### src/rtl/tbuf_drive_sequencer.sv
// Drive sequencer for the pad-side tri-state cluster: group A on lanes 0-2,
// lanes 3/4 share one net with break-before-make turnaround between owners.
module tbuf_drive_sequencer #(
    parameter int DRIVE_CYC = 2,
    parameter int TURN_CYC  = 1
) (
    input  logic       CK,
    input  logic       RST,
    input  logic       a_valid,
    input  logic [2:0] a_data,
    output logic       a_ready,
    input  logic       b3_valid,
    input  logic       b3_data,
    output logic       b3_ready,
    input  logic       b4_valid,
    input  logic       b4_data,
    output logic       b4_ready,
    output logic [4:0] enable,
    output logic [4:0] input_x,
    output logic [1:0] b_owner
);

    localparam int DW = $clog2(DRIVE_CYC) + 1;
    localparam int TW = $clog2(TURN_CYC) + 1;
    localparam logic [DW-1:0] D_LAST = DW'(DRIVE_CYC - 1);
    localparam logic [TW-1:0] T_MAX  = TW'(TURN_CYC);
    localparam logic [TW-1:0] T_LAST = TW'(TURN_CYC - 1);

    typedef enum logic {A_IDLE, A_DRIVE} a_state_t;
    typedef enum logic [1:0] {B_IDLE, B_TURN, B_DRIVE} b_state_t;

    a_state_t      a_st, a_nxt;
    logic [DW-1:0] a_cnt, a_cnt_nxt;
    logic          a_go;
    logic [2:0]    en_a, x_a;

    b_state_t      b_st, b_nxt;
    logic [DW-1:0] b_cnt, b_cnt_nxt;
    logic [TW-1:0] t_cnt, t_cnt_nxt;
    logic [TW-1:0] idle_cnt, idle_nxt;
    logic [TW:0]   idle_p1;
    logic          last4, own4, has_own, cap_d;
    logic          b_last, arb, win4, b_go, same, idle_ok;
    logic          drv4, drv_d;
    logic [1:0]    en_b, x_b;

    assign enable  = {en_b, en_a};
    assign input_x = {x_b, x_a};

    always_comb begin
        a_nxt     = a_st;
        a_cnt_nxt = a_cnt;
        a_ready   = !RST && (a_st == A_IDLE || a_cnt == '0);
        a_go      = a_valid && a_ready;
        if (a_go) begin
            a_nxt     = A_DRIVE;
            a_cnt_nxt = D_LAST;
        end else if (a_st == A_DRIVE) begin
            if (a_cnt == '0) a_nxt = A_IDLE;
            else a_cnt_nxt = a_cnt - 1'b1;
        end
    end

    always_ff @(posedge CK or posedge RST) begin
        if (RST) begin
            a_st  <= A_IDLE;
            a_cnt <= '0;
            en_a  <= 3'b111;
            x_a   <= 3'b000;
        end else begin
            a_st  <= a_nxt;
            a_cnt <= a_cnt_nxt;
            en_a  <= {3{a_nxt != A_DRIVE}};
            if (a_go) x_a <= a_data;
        end
    end

    always_comb begin
        b_nxt     = b_st;
        b_cnt_nxt = b_cnt;
        t_cnt_nxt = t_cnt;
        idle_nxt  = idle_cnt;
        b_last    = (b_st == B_DRIVE) && (b_cnt == '0);
        arb       = !RST && (b_st == B_IDLE || b_last);
        // On a tie the lane that did not win last time gets the grant
        b3_ready  = arb && (!b4_valid || last4);
        b4_ready  = arb && (!b3_valid || !last4);
        win4      = b4_valid && b4_ready;
        b_go      = win4 || (b3_valid && b3_ready);
        same      = has_own && (own4 == win4);
        idle_p1   = {1'b0, idle_cnt} + 1'b1;
        idle_ok   = idle_p1 >= {1'b0, T_MAX};
        drv4      = b_go ? win4 : own4;
        drv_d     = b_go ? (win4 ? b4_data : b3_data) : cap_d;
        unique case (b_st)
            B_IDLE: begin
                if (idle_cnt != T_MAX) idle_nxt = idle_cnt + 1'b1;
                if (b_go) begin
                    if (same || idle_ok) begin
                        b_nxt     = B_DRIVE;
                        b_cnt_nxt = D_LAST;
                    end else begin
                        b_nxt     = B_TURN;
                        t_cnt_nxt = T_LAST - idle_cnt - 1'b1;
                    end
                end
            end
            B_TURN: begin
                if (t_cnt == '0) begin
                    b_nxt     = B_DRIVE;
                    b_cnt_nxt = D_LAST;
                end else begin
                    t_cnt_nxt = t_cnt - 1'b1;
                end
            end
            B_DRIVE: begin
                if (!b_last) begin
                    b_cnt_nxt = b_cnt - 1'b1;
                end else if (b_go && same) begin
                    b_cnt_nxt = D_LAST;
                end else if (b_go) begin
                    b_nxt     = B_TURN;
                    t_cnt_nxt = T_LAST;
                end else begin
                    b_nxt    = B_IDLE;
                    idle_nxt = '0;
                end
            end
            default: b_nxt = B_IDLE;
        endcase
    end

    always_ff @(posedge CK or posedge RST) begin
        if (RST) begin
            b_st     <= B_IDLE;
            b_cnt    <= '0;
            t_cnt    <= '0;
            idle_cnt <= T_MAX;
            last4    <= 1'b1;
            own4     <= 1'b1;
            has_own  <= 1'b0;
            cap_d    <= 1'b0;
            en_b     <= 2'b11;
            x_b      <= 2'b00;
            b_owner  <= 2'd0;
        end else begin
            b_st     <= b_nxt;
            b_cnt    <= b_cnt_nxt;
            t_cnt    <= t_cnt_nxt;
            idle_cnt <= idle_nxt;
            if (b_go) begin
                last4   <= win4;
                own4    <= win4;
                has_own <= 1'b1;
                cap_d   <= drv_d;
            end
            if (b_nxt == B_DRIVE) begin
                en_b    <= drv4 ? 2'b01 : 2'b10;
                b_owner <= drv4 ? 2'd2 : 2'd1;
                if (drv4) x_b[1] <= drv_d;
                else x_b[0] <= drv_d;
            end else begin
                en_b    <= 2'b11;
                b_owner <= 2'd0;
            end
        end
    end

endmodule

### config.mk
export PLATFORM = sky130hd
export DESIGN_NAME = tbuf_drive_sequencer
export DESIGN_NICKNAME = d
export VERILOG_FILES = /design/src/rtl/tbuf_drive_sequencer.sv
export SDC_FILE = /design/constraint.sdc
export NUM_CORES = 1
export LEC_CHECK = 0
export ABC_AREA = 0
export CORE_MARGIN = 3
export CORE_UTILIZATION = 52
export DETAILED_ROUTE_END_ITERATION = 8
export HOLD_SLACK_MARGIN = 0.08
export PLACE_DENSITY = 0.94
export SYNTH_ARGS = -nofsm -noshare
export SYNTH_HDL_FRONTEND = slang
export SYNTH_SLANG_ARGS = --single-unit
### constraint.sdc
create_clock -name CK -period 5.49 [get_ports CK]
set_input_delay 1.098 -clock CK [delete_from_list [all_inputs] [get_ports CK]]
set_output_delay 1.098 -clock CK [all_outputs]
set_load 0.03 [all_outputs]
# Word level (Yosys, flattened, before mapping)
# Cells that the tools add are included.
[classes]
n_mux = 38
order_cmp = 1
eq_ne = 14
reduce_logical = 32
bitwise = 3
n_addsub = 7
[op_table]
columns = ["cell", "n"]
rows = [
  ["$mux W2", 17],
  ["$mux W1", 17],
  ["$ne A2 B2 Y1 const B", 8],
  ["$pmux W2 S3", 2],
  ["$logic_and A1 B1 Y1", 10],
  ["$logic_not A2 Y1", 3],
  ["$logic_or A1 B1 Y1", 6],
  ["$reduce_and A2 Y1", 3],
  ["$reduce_and A6 Y1", 1],
  ["$reduce_and A5 Y1", 1],
  ["$eq A2 B2 Y1 const B", 2],
  ["$logic_not A1 Y1", 4],
  ["$reduce_and A4 Y1", 1],
  ["$reduce_bool A2 Y1", 2],
  ["$sub A2 B1 Y2 const B", 2],
  ["$ne A3 B2 Y1 const B", 1],
  ["$not A1 Y1", 3],
  ["$pmux W1 S3", 1],
  ["$reduce_bool A3 Y1", 1],
  ["$add A1 B1 Y2 const B", 1],
  ["$eq A2 B1 Y1 const B", 1],
  ["$ge A2 B1 Y1 const B", 1],
  ["$ne A2 B1 Y1 const B", 1],
  ["$pmux W1 S2", 1],
  ["other kinds (4)", 5],
]
[totals]
register_bits = 23
output_inout_bits = 15

# Logic depth before layout (Yosys ltp)
[logic_depth]
depth_word = 14
depth_mapped = 8
depth_no_buf = 8

# Worst setup path before layout
# No wires, ideal clock.
[synth_path]
kind = "register -> output"
startpoint = "register b_st[0]"
endpoint = "output port b4_ready"
path_buffers = 0
t_arrival_ns = 1.832
setup_slack_ns = 2.560
t_required_ns = 4.392
path_stages_with_launch = 6
path_cell_list = "dfrtp_1 > inv_1 > ha_1 > or3b_1 > a21o_1 > a21oi_1"
[synth_between]
elab_chain_len = 5
elab_cells_between_ends = 6
[synth_lines]
columns = ["element", "line", "rtl"]
rows = [
  ["start, declared", "37", "b_state_t b_st, b_nxt;"],
  ["start signal, assigned", "147", "b_st <= b_nxt;"],
  ["$eq A2 B2 Y1", "83", "b_last = (b_st == B_DRIVE) && (b_cnt == '0);"],
  ["$logic_and A1 B1 Y1", "83", ""],
  ["$logic_or A1 B1 Y1 *", "84", "arb = !RST && (b_st == B_IDLE || b_last);"],
  ["$logic_and A1 B1 Y1 *", "84", ""],
  ["$logic_and A1 B1 Y1 *", "87", "b4_ready = arb && (!b3_valid || !last4);"],
  ["end, declared", "17", "output logic b4_ready,"],
]
# Mark *: on every way between the ends. The rest lies on a longest branch, timed or not.

# Final worst setup path
[layout_path]
startpoint = "input port RST"
endpoint = "output port b3_ready"
[layout_between]
elab_chain_len = 3
[layout_lines]
columns = ["element", "line", "rtl"]
rows = [
  ["start, declared", "8", "input logic RST,"],
  ["$logic_not A1 Y1 (no source line)", "n/a", ""],
  ["$logic_and A1 B1 Y1", "84", ""],
  ["$logic_and A1 B1 Y1", "86", "b3_ready = arb && (!b4_valid || last4);"],
  ["end, declared", "14", "output logic b3_ready,"],
]
# No other way between the ends.

==> out/results.tsv <==
stage	metric	value	unit
floorplanning	Die Wd	52.59	microns
power	total power	0.8877	mW
detailed_routing	via count	845	
synthesis	Synth Net Count	123	
detailed_routing	Post-Route WL	2.136	mm
setup_path	CP Launch Type	primary input	
detailed_routing	DR WL/cell	13.27	microns
global_routing	vias in the first global route	839	
cells_and_area	final non-filler cell total	161	
min_path	worst hold-check path type	register to register	
floorplanning	core area	2002	sq um
placement	Place WS	1649	ps
min_path	HP Start	x_b[1]	
timing	Setup WS post-layout	1638	ps
floorplanning	number of top-level pins	25	
outcome	outcome	complete, no violations	
cts	Post-CTS Hold Buffers	0	
timing	Setup violations, final	0	
setup_path	crit path max fanout	6	
synthesis	Synth async-reset ratio	100.0	%
setup_path	crit path from	RST	
placement	placed insts	157	
power	PwrDens	627.3	nW/um^2
cells_and_area	Layout fillers	144	
setup_path	endpoint class of the critical path	output pin	
timing	max-slew violation total from the final report	0	
global_routing	initial antenna violation count	0	
synthesis	sequential element share of the synthesized area	51.66	%
cells_and_area	P&R area growth vs syn	25.39	%
floorplanning	Die Ht	52.59	microns
global_routing	largest net degree at the start of global routing	24	
timing	clk_skew	2.681	ps
detailed_routing	drt via density	5.248	
detailed_routing	DRT iter0 DRCs	17	
power	static leakage	0.6278	nW
cells_and_area	ANT cells	0	
global_routing	GRT Total Usage	18.18	%
timing	Setup TNS	0	ps
cts	PostCTS Resize Cnt	0	
synthesis	post-synthesis cell type count	31	
timing	final hold vios	0	
cells_and_area	Nets	150	
placement	DP Wirelength	1.695	mm
detailed_routing	Routed Antenna Nets	0	
timing	min Tclk post-route	3852	ps
timing	worst slew pin tran	832.3	ps
cts	Skew-Pair Late Insertion Delay	320	ps
synthesis	synth warn	0	
synthesis	Synth Area per Inst	10.45	sq um
cts	CTS tree	built	
timing	Rel. slew slack	44.45	%
cts	CTS H-tree lvls	1	
cts	CTS sink cnt	23	
cts	Worst-path clk slew	120	ps
setup_path	critical path type	primary input to output pin	
setup_path	WP data arrival	2750	ps
timing	Final Hold Slack	514.6	ps
synthesis	Mapped Area	1129	sq um
cts	Setup Fix Bufs, Post-CTS	0	
timing	RSZ-0062 raised after global routing	false	
floorplanning	Die ar.	2765	sq um
synthesis	Seq cells post-synth	23	
cells_and_area	layout cells sized above 1	12.69	%
cts	CTS buffer count	3	
placement	GPL Wtd Cong	0.9172	
timing	Final Cycle Share	70.16	%
floorplanning	Core Rows	16	
floorplanning	initial core utilization	56.37	%
synthesis	Post-synth top flop	dfrtp_1	
setup_path	Worst R2R Start	b_st[0]	
placement	Port Buffers	24	
power	maximum VDD drop	0.0003886	V
detailed_routing	1st-pass router iterations	4	
setup_path	CP required	4390	ps
cts	Clock Tree Buf Depth	2	
cts	Root Driver	clkbuf_4	
synthesis	Post-synth EDFFs	0	
synthesis	Post-Syn Instances	108	
global_routing	first-pass GRT wire length	3.615	mm
global_routing	grt ovf	0	
detailed_routing	DR DRC count	0	
run	# Max-Cap Violations	0	
timing	FMAX	259.6	MHz
## logic make-up after synthesis
logic type                 count (synthesis)  share of synthesized area [%]
muxes                                      7                          6.873
buffers and inverters                     14                          5.321
AOI/OAI and AO/OA                         27                          15.63
xor gates and xnor gates                   1                         0.7762
adders and majority gates                  5                          5.543
and+or+nand+nor                           31                          14.19
DFF                                       23                          51.66
## power breakdown
| part | internal, mW | total [mW] | switching, mW |
|---|---|---|---|
| Sequential | 0.257 | 0.301 | 0.0444 |
| Clock | 0.0273 | 0.0787 | 0.0514 |
| Combinational | 0.218 | 0.508 | 0.290 |
| Total | 0.502 | 0.888 | 0.386 |
## layout make-up
type / instances / area [sq um] / share of cell area, %
sequential: 23 / 583.1 / 41.20
multi-input combinational: 71 / 485.5 / 34.31
timing repair buffer: 24 / 240.2 / 16.98
inverter: 12 / 45.04 / 3.183
tap: 27 / 33.78 / 2.387
clock buffer: 3 / 22.52 / 1.592
clock inverter: 1 / 5.005 / 0.3537
## routing by layer
| metal | wire (microns) | vias to the layer above | global-route usage [%] |
|---|---|---|---|
| li1 | - | 423 | - |
| met4 | 28 | 0 | 8.085 |
| met1 | 934 | 400 | 22.24 |
| met3 | 68 | 2 | 3.704 |
| met2 | 1105 | 20 | 30.58 |
| met5 | 0 | - | 0 |
## through the flow
step,utilization [%],cell area (sq um)
after floorplan,-,1129
after global placement,69.31,1388
after detailed placement,69.31,1388
after CTS,70.69,1415
after global routing,70.69,1415
final,70.69,1415
## state kept, by name (all words and copies together) (netlist names)
name,count
a_st,1
t_cnt,1
en_b,2
cap_d,1
b_cnt,2
last4,1
x_b,2
a_cnt,2
b_st,2
idle_cnt,1
x_a,3
own4,1
has_own,1
b_owner,2
en_a,1
## placed cells by master (no fill, tap or decap), drive strengths merged, types with 3 or more instances in the layout
cell type      count
clkdlybuf4s50     24
dfrtp             17
inv               12
nor2              10
nand2             10
a21oi              7
o21ai              6
dfstp              6
mux2               6
ha                 5
o21bai             3
nand2b             3
clkbuf             3
## final timing paths
path | slack [ps] | endpoint | cells past startpoint
max | 1640 | b3_ready | 4
min | 510 | x_b[1] | 1
max reg2reg | 2790 | x_b[1] | 7
min reg2reg | 510 | x_b[1] | 1
max in group asynchronous | 3600 | b_cnt[0] | 2
min in group asynchronous | 1390 | a_st | 2
## critical path, cell delays in order
cell and delay [ps]:
clkdlybuf4s50_1 500, a21oi_1 320, and2_1 180, clkdlybuf4s50_1 660
## cells in the mapped netlist, types with 2 or more instances
cell type	n	share of area, %
o21bai_1	3	2.0
dfstp_2	6	14
a21oi_1	7	3.1
buf_4	2	1.3
nand2b_1	3	1.7
mux2_2	5	5.0
a31oi_1	2	1.1
nor2_1	10	3.3
nor2b_1	2	1.1
inv_1	12	4.0
dfrtp_1	17	38
o21ai_0	6	2.7
nand2_1	10	3.3
nand3_1	2	0.89
ha_1	5	5.5
No activity file was read; power rests on OpenSTA's default activity.
